`config.mk`:
```
export PLATFORM = sky130hd
export DESIGN_NAME = kernel_shiftreg
export DESIGN_NICKNAME = d
export VERILOG_FILES = /design/src/rtl/kernel_shiftreg.sv
export SDC_FILE = /design/constraint.sdc
export NUM_CORES = 1
export LEC_CHECK = 0
export CORE_AREA = 3 3 61 49
export DETAILED_ROUTE_END_ITERATION = 8
export DIE_AREA = 0 0 64 52
export PLACE_DENSITY = 0.82
export SLEW_MARGIN = 20
export SYNTH_ARGS = -nofsm -noshare
export SYNTH_HDL_FRONTEND = slang
export SYNTH_SLANG_ARGS = --single-unit
```
`constraint.sdc`:
```
create_clock -name clk -period 2 [get_ports clk]
set_clock_uncertainty 0.05 [all_clocks]
set_input_delay 0.4 -clock clk [delete_from_list [all_inputs] [get_ports clk]]
set_output_delay 0.4 -clock clk [all_outputs]
set_load 0.02 [all_outputs]
```
`src/rtl/kernel_shiftreg.sv`:
```
// kernel_shiftreg
//   Stride-1 sliding-window shift register for a pixel stream. It collects the
//   last BLOCK_WIDTH accepted samples into one flat word. The oldest sample is
//   in the MSB slice and the newest is in bits [DATA_WIDTH-1:0].
//   Valid/ready handshake on both sides, with full backpressure propagation.
//
// Parameters
//   DATA_WIDTH   : bits per input sample
//   BLOCK_WIDTH  : samples per window (>= 1)
//   OUTPUT_WIDTH : derived, DATA_WIDTH*BLOCK_WIDTH (not overridable)
//
// Ports
//   clk        : system clock, rising edge
//   rst        : synchronous active-high reset
//   in_data    : input sample
//   in_valid   : in_data is valid
//   in_ready   : block can accept a sample this cycle
//   out_data   : current window, driven directly from the window register
//   out_valid  : out_data holds a complete, not-yet-consumed window
//   out_ready  : downstream accepts the window
//   clear      : (only with KERNEL_SHIFTREG_CLEAR_EN) synchronous line/frame
//                clear; restarts the fill and drops any pending window
//
// Build option
//   KERNEL_SHIFTREG_CLEAR_EN : adds the clear input port.
module kernel_shiftreg #(
  parameter  int unsigned DATA_WIDTH   = 8,
  parameter  int unsigned BLOCK_WIDTH  = 3,
  localparam int unsigned OUTPUT_WIDTH = DATA_WIDTH * BLOCK_WIDTH
) (
  input  logic                    clk,
  input  logic                    rst,
`ifdef KERNEL_SHIFTREG_CLEAR_EN
  input  logic                    clear,
`endif
  input  logic [DATA_WIDTH-1:0]   in_data,
  input  logic                    in_valid,
  output logic                    in_ready,
  output logic [OUTPUT_WIDTH-1:0] out_data,
  output logic                    out_valid,
  input  logic                    out_ready
);

  localparam int unsigned CW = $clog2(BLOCK_WIDTH + 1);
  localparam logic [CW-1:0] FULL_CNT = CW'(BLOCK_WIDTH);
  localparam logic [CW-1:0] LAST_CNT = CW'(BLOCK_WIDTH - 1);

  logic [OUTPUT_WIDTH-1:0] window;
  logic [OUTPUT_WIDTH-1:0] window_shifted;
  logic [CW-1:0]           fill_cnt;
  logic                    valid_q;
  logic                    clear_i;
  logic                    accept;

`ifdef KERNEL_SHIFTREG_CLEAR_EN
  assign clear_i = clear;
`else
  assign clear_i = 1'b0;
`endif

  // A pending window blocks new input unless it is consumed in the same cycle.
  // A clear also blocks input for that cycle.
  assign in_ready  = !clear_i && (!valid_q || out_ready);
  assign accept    = in_valid && in_ready;
  assign out_data  = window;
  assign out_valid = valid_q;

  // A single-sample window has no older slice to keep. That case is split
  // out so that the slice bounds are never negative.
  generate
    if (BLOCK_WIDTH == 1) begin : g_single
      assign window_shifted = in_data;
    end else begin : g_multi
      assign window_shifted = {window[OUTPUT_WIDTH-DATA_WIDTH-1:0], in_data};
    end
  endgenerate

  always_ff @(posedge clk) begin
    if (rst) begin
      window   <= '0;
      fill_cnt <= '0;
      valid_q  <= 1'b0;
    end else if (clear_i) begin
      // The window contents are kept. They are overwritten before the next
      // output because the fill count restarts from zero.
      fill_cnt <= '0;
      valid_q  <= 1'b0;
    end else begin
      if (accept) begin
        window <= window_shifted;
        if (fill_cnt != FULL_CNT) begin
          fill_cnt <= fill_cnt + 1'b1;
        end
      end
      if (accept && (fill_cnt >= LAST_CNT)) begin
        valid_q <= 1'b1;
      end else if (out_ready) begin
        valid_q <= 1'b0;
      end
    end
  end

endmodule

```
# --- Word level (Yosys, flattened, before mapping) ---
# Index checks and enable logic that the tools add are counted.
word_totals:
  ff_bits: 27
  latchBits: 0
  memories: 0
  out_inout_bits: 26
  ram_bits: 0
  in_bits: 12
  elab_cells: 14
  romBits: 0
op_classes:
  n_bitwise: 0
  add_sub_neg: 1
  n_lt_le_gt_ge: 1
  multipliers: 0
  div: 0
  reduce_logical: 6
  mux: 2
  shift: 0
  eq_ne: 1
ops:
  columns: ["operator", "count"]
  rows:
  - ["$add A2 B1 Y2 const B", 1]
  - ["$ge A2 B2 Y1 const B", 1]
  - ["$logic_and A1 B1 Y1", 2]
  - ["$mux W1", 2]
  - ["$ne A2 B2 Y1 const B", 1]
  - ["$reduce_and A2 Y1", 1]
  - ["$reduce_bool A2 Y1", 1]
  - ["$logic_not A1 Y1", 1]
  - ["$logic_or A1 B1 Y1", 1]

# --- Logic depth before layout (Yosys ltp) ---
# Gate-level depths: netlist of run 1.
logic_depth:
  ltp_word: 5
  depth_mapped: 5
  depth_no_buf: 4

# --- Worst setup path before layout of run 1 ---
# OpenSTA, ideal clock, no wires.
synth_timing:
  path_kind: "reg2out"
  startpoint: "reg valid_q, in the netlist out_valid"
  endpoint: "out in_ready"
  n_path_buf: 1
  setup_slack_ps: 688
  arrival_ps: 862
  t_required_ps: 1550
  path_stages_with_launch: 4
  path_cell_list: "dfxtp_1 -> nor2b_4 -> inv_2 -> buf_2"
synth_via:
  elab_chain_cells: 2
synth_rtl:
  columns: ["item", "line_no", "source"]
  rows:
  - ["start: declaration", "51", "logic valid_q;"]
  - ["start signal: assignment", "82", "valid_q <= 1'b0;"]
  - ["start signal: assignment", "87", "valid_q <= 1'b0;"]
  - ["start signal: assignment", "96", "valid_q <= 1'b1;"]
  - ["$logic_not A1 Y1", "63", "assign in_ready = !clear_i && (!valid_q || out_ready);"]
  - ["$logic_or A1 B1 Y1", "63", null]
  - ["end: declaration", "38", "output logic in_ready,"]
# No other way between the ends.

# --- Worst setup path in the final report of run 1 ---
layout_timing:
  startpoint: "in out_ready"
  endpoint: "out in_ready"
layout_via:
  elab_chain_cells: 1
layout_rtl:
  columns: ["item", "line_no", "source"]
  rows:
  - ["start: declaration", "41", "input logic out_ready"]
  - ["$logic_or A1 B1 Y1", "63", null]
# No other way between the ends.

==> results of run 1 <==
power groups by stage:
stage          clock (mW)  combinational, mW  sequential [mW]
2_1_floorplan           0             0.0801            0.613
3_3_place_gp            0              0.179            0.588
3_5_place_dp            0              0.184            0.590
4_1_cts             0.235              0.184            0.578
5_1_grt             0.257              0.195            0.582
6_report            0.229              0.182            0.577
Yosys cell counts:
cell and count:
dfxtp_1 27, and2_4 1, buf_6 2, o21ai_0 9
o21ai_1 1, nand2_1 1, nor2b_4 1, clkbuf_1 3
or3_1 1, o21ba_2 1, nand4b_1 8, a211oi_1 1
inv_2 1, inv_1 1, a21oi_1 2, buf_2 2
ha_1 2, mux2i_1 16, nor2_1 1, nand2b_1 25
state kept, by name, summed over array words and instances, names as in the netlist:
signal,cells
out_data,24
fill_cnt,2
out_valid,1
cell type report:
cell class,instances,area (µm²)
tap,36,45.0
multi-input combinational,70,526
timing repair buffer,41,399
fill,236,957
sequential,27,541
clock inverter,1,5.00
inverter,2,7.51
clock buffer,3,22.5
worst max-delay path by stage:
stage          startpoint        to  slack, ns  depth (start not counted)
2_1_floorplan   out_valid  in_ready       0.69                          3
3_3_place_gp    out_ready  in_ready      -0.04                          4
3_5_place_dp    out_ready  in_ready      -0.06                          4
4_1_cts         out_ready  in_ready       0.21                          4
5_1_grt         out_ready  in_ready       0.18                          4
6_report        out_ready  in_ready       0.22                          4
kinds of logic after synthesis:
logic type / Yosys count / share of synthesized area
AND/OR/NAND/NOR: 38 / 0.235
flip-flops: 27 / 0.484
multiplexers: 16 / 0.143
AO/OA/AOI/OAI: 14 / 0.0694
buffers and inverters: 9 / 0.0459
adder cells (fa/ha/maj): 2 / 0.0224
worst max-delay path, delay by kind of cell:
| kind | cells | cell delay [ns] |
|---|---|---|
| buffers and inverters | 3 | 0.88 |
| AND/OR/NAND/NOR | 1 | 0.05 |
metal layers:
metal | vias up | global-route usage | routed length [µm]
met4 | 0 | 0.0430 | 0
met1 | 411 | 0.142 | 962
met2 | 19 | 0.280 | 1150
met3 | 0 | 0.0302 | 104
met5 | - | 0 | 0
li1 | 436 | - | -
repair_timing:
action / CTS / global route
setup endpoints to repair: 1 / 0
endpoints found under the hold margin: 0 / 0
resized for setup: 1 / 0
buffers inserted: 0 / 0
metrics by stage:
step	area (µm²)	worst slack, ns	total power, mW	setup TNS, ns	hold WS [ns]
global route	1550	0.180	1.03	0	0.461
floorplan	1120	0.688	0.693	0	0.425
detailed placement	1520	-0.0649	0.774	-0.0649	0.413
finish	1550	0.218	0.988	0	0.430
CTS	1550	0.205	0.997	0	0.434
global placement	1520	-0.0370	0.767	-0.0370	0.408
==> metrics, run 1 <==
synthesis-stage register bit count 27; flop2flop setup slack 0.63 ns; Clock Power Share 0.232; # DRC 0; Synth cell types 20; final setup vio count 0; Remaining Overflow, GRT 0; Final Slew Violations 0; Synth area leader dfxtp_1; pwr dens 640 mW/mm²; core area 0.00250 mm²; nets@finish 159; Syn Nets 120; commonest cells after routing, fill and taps aside clkdlybuf4s50_1, dfxtp_1, nand2b_1, mux2i_1, o21ai_0; Inst Count DP 176; std cell rows 16; CP max stage delay 0.50 ns; Syn Area/Cell 10.5 µm²; initial core utilization 0.447; worst hold path type flip-flop to flip-flop; Synth-to-Final Area Change 38.3%; first-pass GRT wire length 3.66 mm; initial antenna violation count 0; Seq/Total Area, Yosys 0.484; Int Pwr 735 µW; routability cong. 0.669; Worst Setup Path Type primary input to output pin; Crit Reg-Reg Startpoint out_valid; post-DP HPWL 1.68 mm; antenna cells 0; RR Endpoint out_data[20]; Flop pwr share 0.584; R2R depth 5; Leak Pwr 0.587 nW; Required @ worst endpoint 1.55 ns; RSZ-0062 raised after global routing false; clock tree from TritonCTS done; Ys Warns 0; Hold Path Sink out_data[21]; initial drt markers 16; clk buf depth 2; Max Cap Violations 0; DIE WIDTH 64 µm; CTS buffer count 3; hold_buf cts 0; top-area cell type share of the netlist area 0.484; minimum clock period 1.78 ns; Total GRT Usage 0.139; root buffer cell clkbuf_4; Clk Latency, worst-skew pair 0.31 ns; final hold violations 0; most common cell after layout, fill and taps aside clkdlybuf4s50_1; Die Footprint 0.00333 mm²; Pre-antenna DRT Iters 3; Sw Share 0.256; utilization after layout 0.618; ranking of synthesized cells by area dfxtp_1, mux2i_1, nand2b_1; vias per inst 4.81; IO Count 38; largest net degree at the start of global routing 36; slowest stage cell, crit path clkdlybuf4s50_1; Die Y 52 µm; Detailed Route WL 2.22 mm; Synth Instances 106; worst-margin pin slew 0.282 ns; layout cells sized above 1 0.0833; run status finished clean; clk sink count 27; Worst Hold Launch out_data[21]; H-tree depth 1; startpoint types primary input; synthesized area 0.00112 mm²; vias in the first global route 886; Final Non-Filler Cells 180; Logic pwr share 0.184; final period utilization 0.891; IO Port Bufs 37; Routed Antenna Nets 0; CP Capture Type output pin; Slew headroom 0.812; crit-path cells clkdlybuf4s50_1 > nor2b_4 > inv_2 > dlygate4sd2_1; Reg clk slew, reported paths 0.14 ns; CP max FO 2; Max IR drop VDD 0.291 mV; hold depth 2; max frequency 561 MHz; sw power 253 µW; Via Count 866; Avg WL per Cell 12.3 µm; Arrival @ worst endpoint 1.33 ns
Power figures use the tool's default switching activity.
==> run 2, diff against run 1 <==
Settings changed: SLEW_MARGIN 20 to unset.
==> results of run 2 <==
No change in the layout: final DEF, timing and power equal those of run 1.
==> run 3, diff against run 2 <==
Settings changed: CORE_AREA 3 3 61 49 to 3 3 59 47, DIE_AREA 0 0 64 52 to 0 0 62 50, DONT_BUFFER_PORTS set to 1, GPL_TIMING_DRIVEN set to 0, PLACE_DENSITY 0.82 to 0.67.
==> metrics, run 3 (synthesis gave the netlist of run 1 again) <==
Post CTS Setup Buffer Count 0 (unchanged); final hold violations 0 (unchanged); Seq. cell area 541 µm² (unchanged); Required @ worst endpoint 1.55 ns (about the same); Avg WL per Cell 14.9 µm (+21%); Die Footprint 0.00310 mm² (-6.9%); CP max stage delay 0.47 ns (-0.03 ns); pwr dens 785 mW/mm² (+23%); CTS buffer count 3 (unchanged); Die Y 50 µm (-3.8%); initial core utilization 0.492 (+0.0455); Slew headroom 0.741 (-0.0709); core area 0.00227 mm² (-9.2%); worst hold path type primary input to flip-flop; Max Cap Violations 0 (unchanged); Clk Latency, worst-skew pair 0.32 ns (about the same); IO Count 38 (unchanged); Reg clk slew, reported paths 0.13 ns (about the same); antenna cells 0 (unchanged); Worst Hold Slack 0.178 ns (-0.252 ns); IO Port Bufs 0 (-100%); Inst Count DP 140 (-20%); startpoint types flip-flop; Final Non-Filler Cells 144 (-20%); commonest cells after routing, fill and taps aside dfxtp_1, nand2b_1, mux2i_1, o21ai_0, nand4b_1; clk buf depth 2 (unchanged); Resize count post-CTS 0 (-1); max frequency 575 MHz (+2.5%); Max IR drop VDD 0.390 mV (+34%); initial drt markers 22 (+6); slowest stage cell, crit path dfxtp_1; Final Slew Violations 0 (unchanged); fill count 226 (-4.2%); hold_buf cts 0 (unchanged); worst path bufs/invs 2 (-1); clock tree from TritonCTS done; Multi-input gate area 526 µm² (unchanged); CP Capture Type output pin; routability cong. 0.688 (+2.8%); layout cells sized above 1 0.100 (+0.0167); DIE WIDTH 62 µm (-3.1%); Total GRT Usage 0.151 (+0.0120); Largest register FFs 24 (unchanged); initial antenna violation count 0 (unchanged); Via Count 765 (-12%); Routed Antenna Nets 0 (unchanged); Worst Setup Path Type flip-flop to output pin; utilization after layout 0.522 (-0.0952); Arrival @ worst endpoint 1.29 ns (-0.04 ns); Leak Pwr 0.454 nW (-23%); Synth-to-Final Area Change 6.16%; post-DP HPWL 1.60 mm (-4.5%); vias in the first global route 725 (-18%); largest net degree at the start of global routing 15 (-58%); # DRC 0 (unchanged); crit-path cells nor2b_4 > inv_2 > buf_2; CP delay by family, top flip-flops; nets@finish 125 (-21%); worst-margin pin slew 0.389 ns (+0.106 ns); Setup TNS 0 ns (unchanged); CP max FO 10 (+8); vias per inst 5.31 (+10%); run status finished clean; Pre-antenna DRT Iters 4 (+1); most common cell after layout, fill and taps aside dfxtp_1; Remaining Overflow, GRT 0 (unchanged); H-tree depth 1 (unchanged); Detailed Route WL 2.15 mm (-3.2%); std cell rows 15 (-1); final period utilization 0.869 (-0.0221); final setup vio count 0 (unchanged); minimum clock period 1.74 ns (-0.0442 ns); first-pass GRT wire length 3.42 mm (-6.6%); root buffer cell clkbuf_4; RSZ-0062 raised after global routing false; clk sink count 27 (unchanged)
run 3: area by class of cell:
class                   instances  area share
inverters                       2     0.00633
multi-input cells              70       0.443
well taps                      34      0.0359
flip-flops and latches         27       0.456
plain buffers                   7      0.0369
clock buffers                   4      0.0222
run 3: path summary, 6_finish.rpt:
kind	end	start	cells past startpoint	slack, ns
worst max register to register	out_data[10]	out_valid	5	0.67
worst min register to register	fill_cnt[0]	fill_cnt[0]	2	0.49
worst min-delay path	out_data[0]	in_data[0]	2	0.18
worst max-delay path	in_ready	out_valid	3	0.26
run 3: report_power, final:
group	internal [mW]	total [mW]	switching [mW]
logic	0.0479	0.0955	0.0476
clock network	0.0781	0.230	0.152
registers	0.563	0.606	0.0429
run 3: per-layer routing:
| layer | up-vias | track usage | part of all wire |
|---|---|---|---|
| met1 | 356 | 0.179 | 0.43 |
| met2 | 27 | 0.231 | 0.45 |
| met5 | - | 0 | 0 |
| met3 | 2 | 0.0812 | 0.11 |
| li1 | 380 | - | - |
| met4 | 0 | 0.0424 | 0.0065 |
run 3: through the flow:
step           area (µm²)  power [mW]  setup slack [ns]
3_5_place_dp         1160       0.716             0.617
3_3_place_gp         1160       0.711             0.627
5_1_grt              1190       0.990             0.156
4_1_cts              1190       0.951             0.233
6_report             1190       0.931             0.262
2_1_floorplan        1120       0.693             0.688
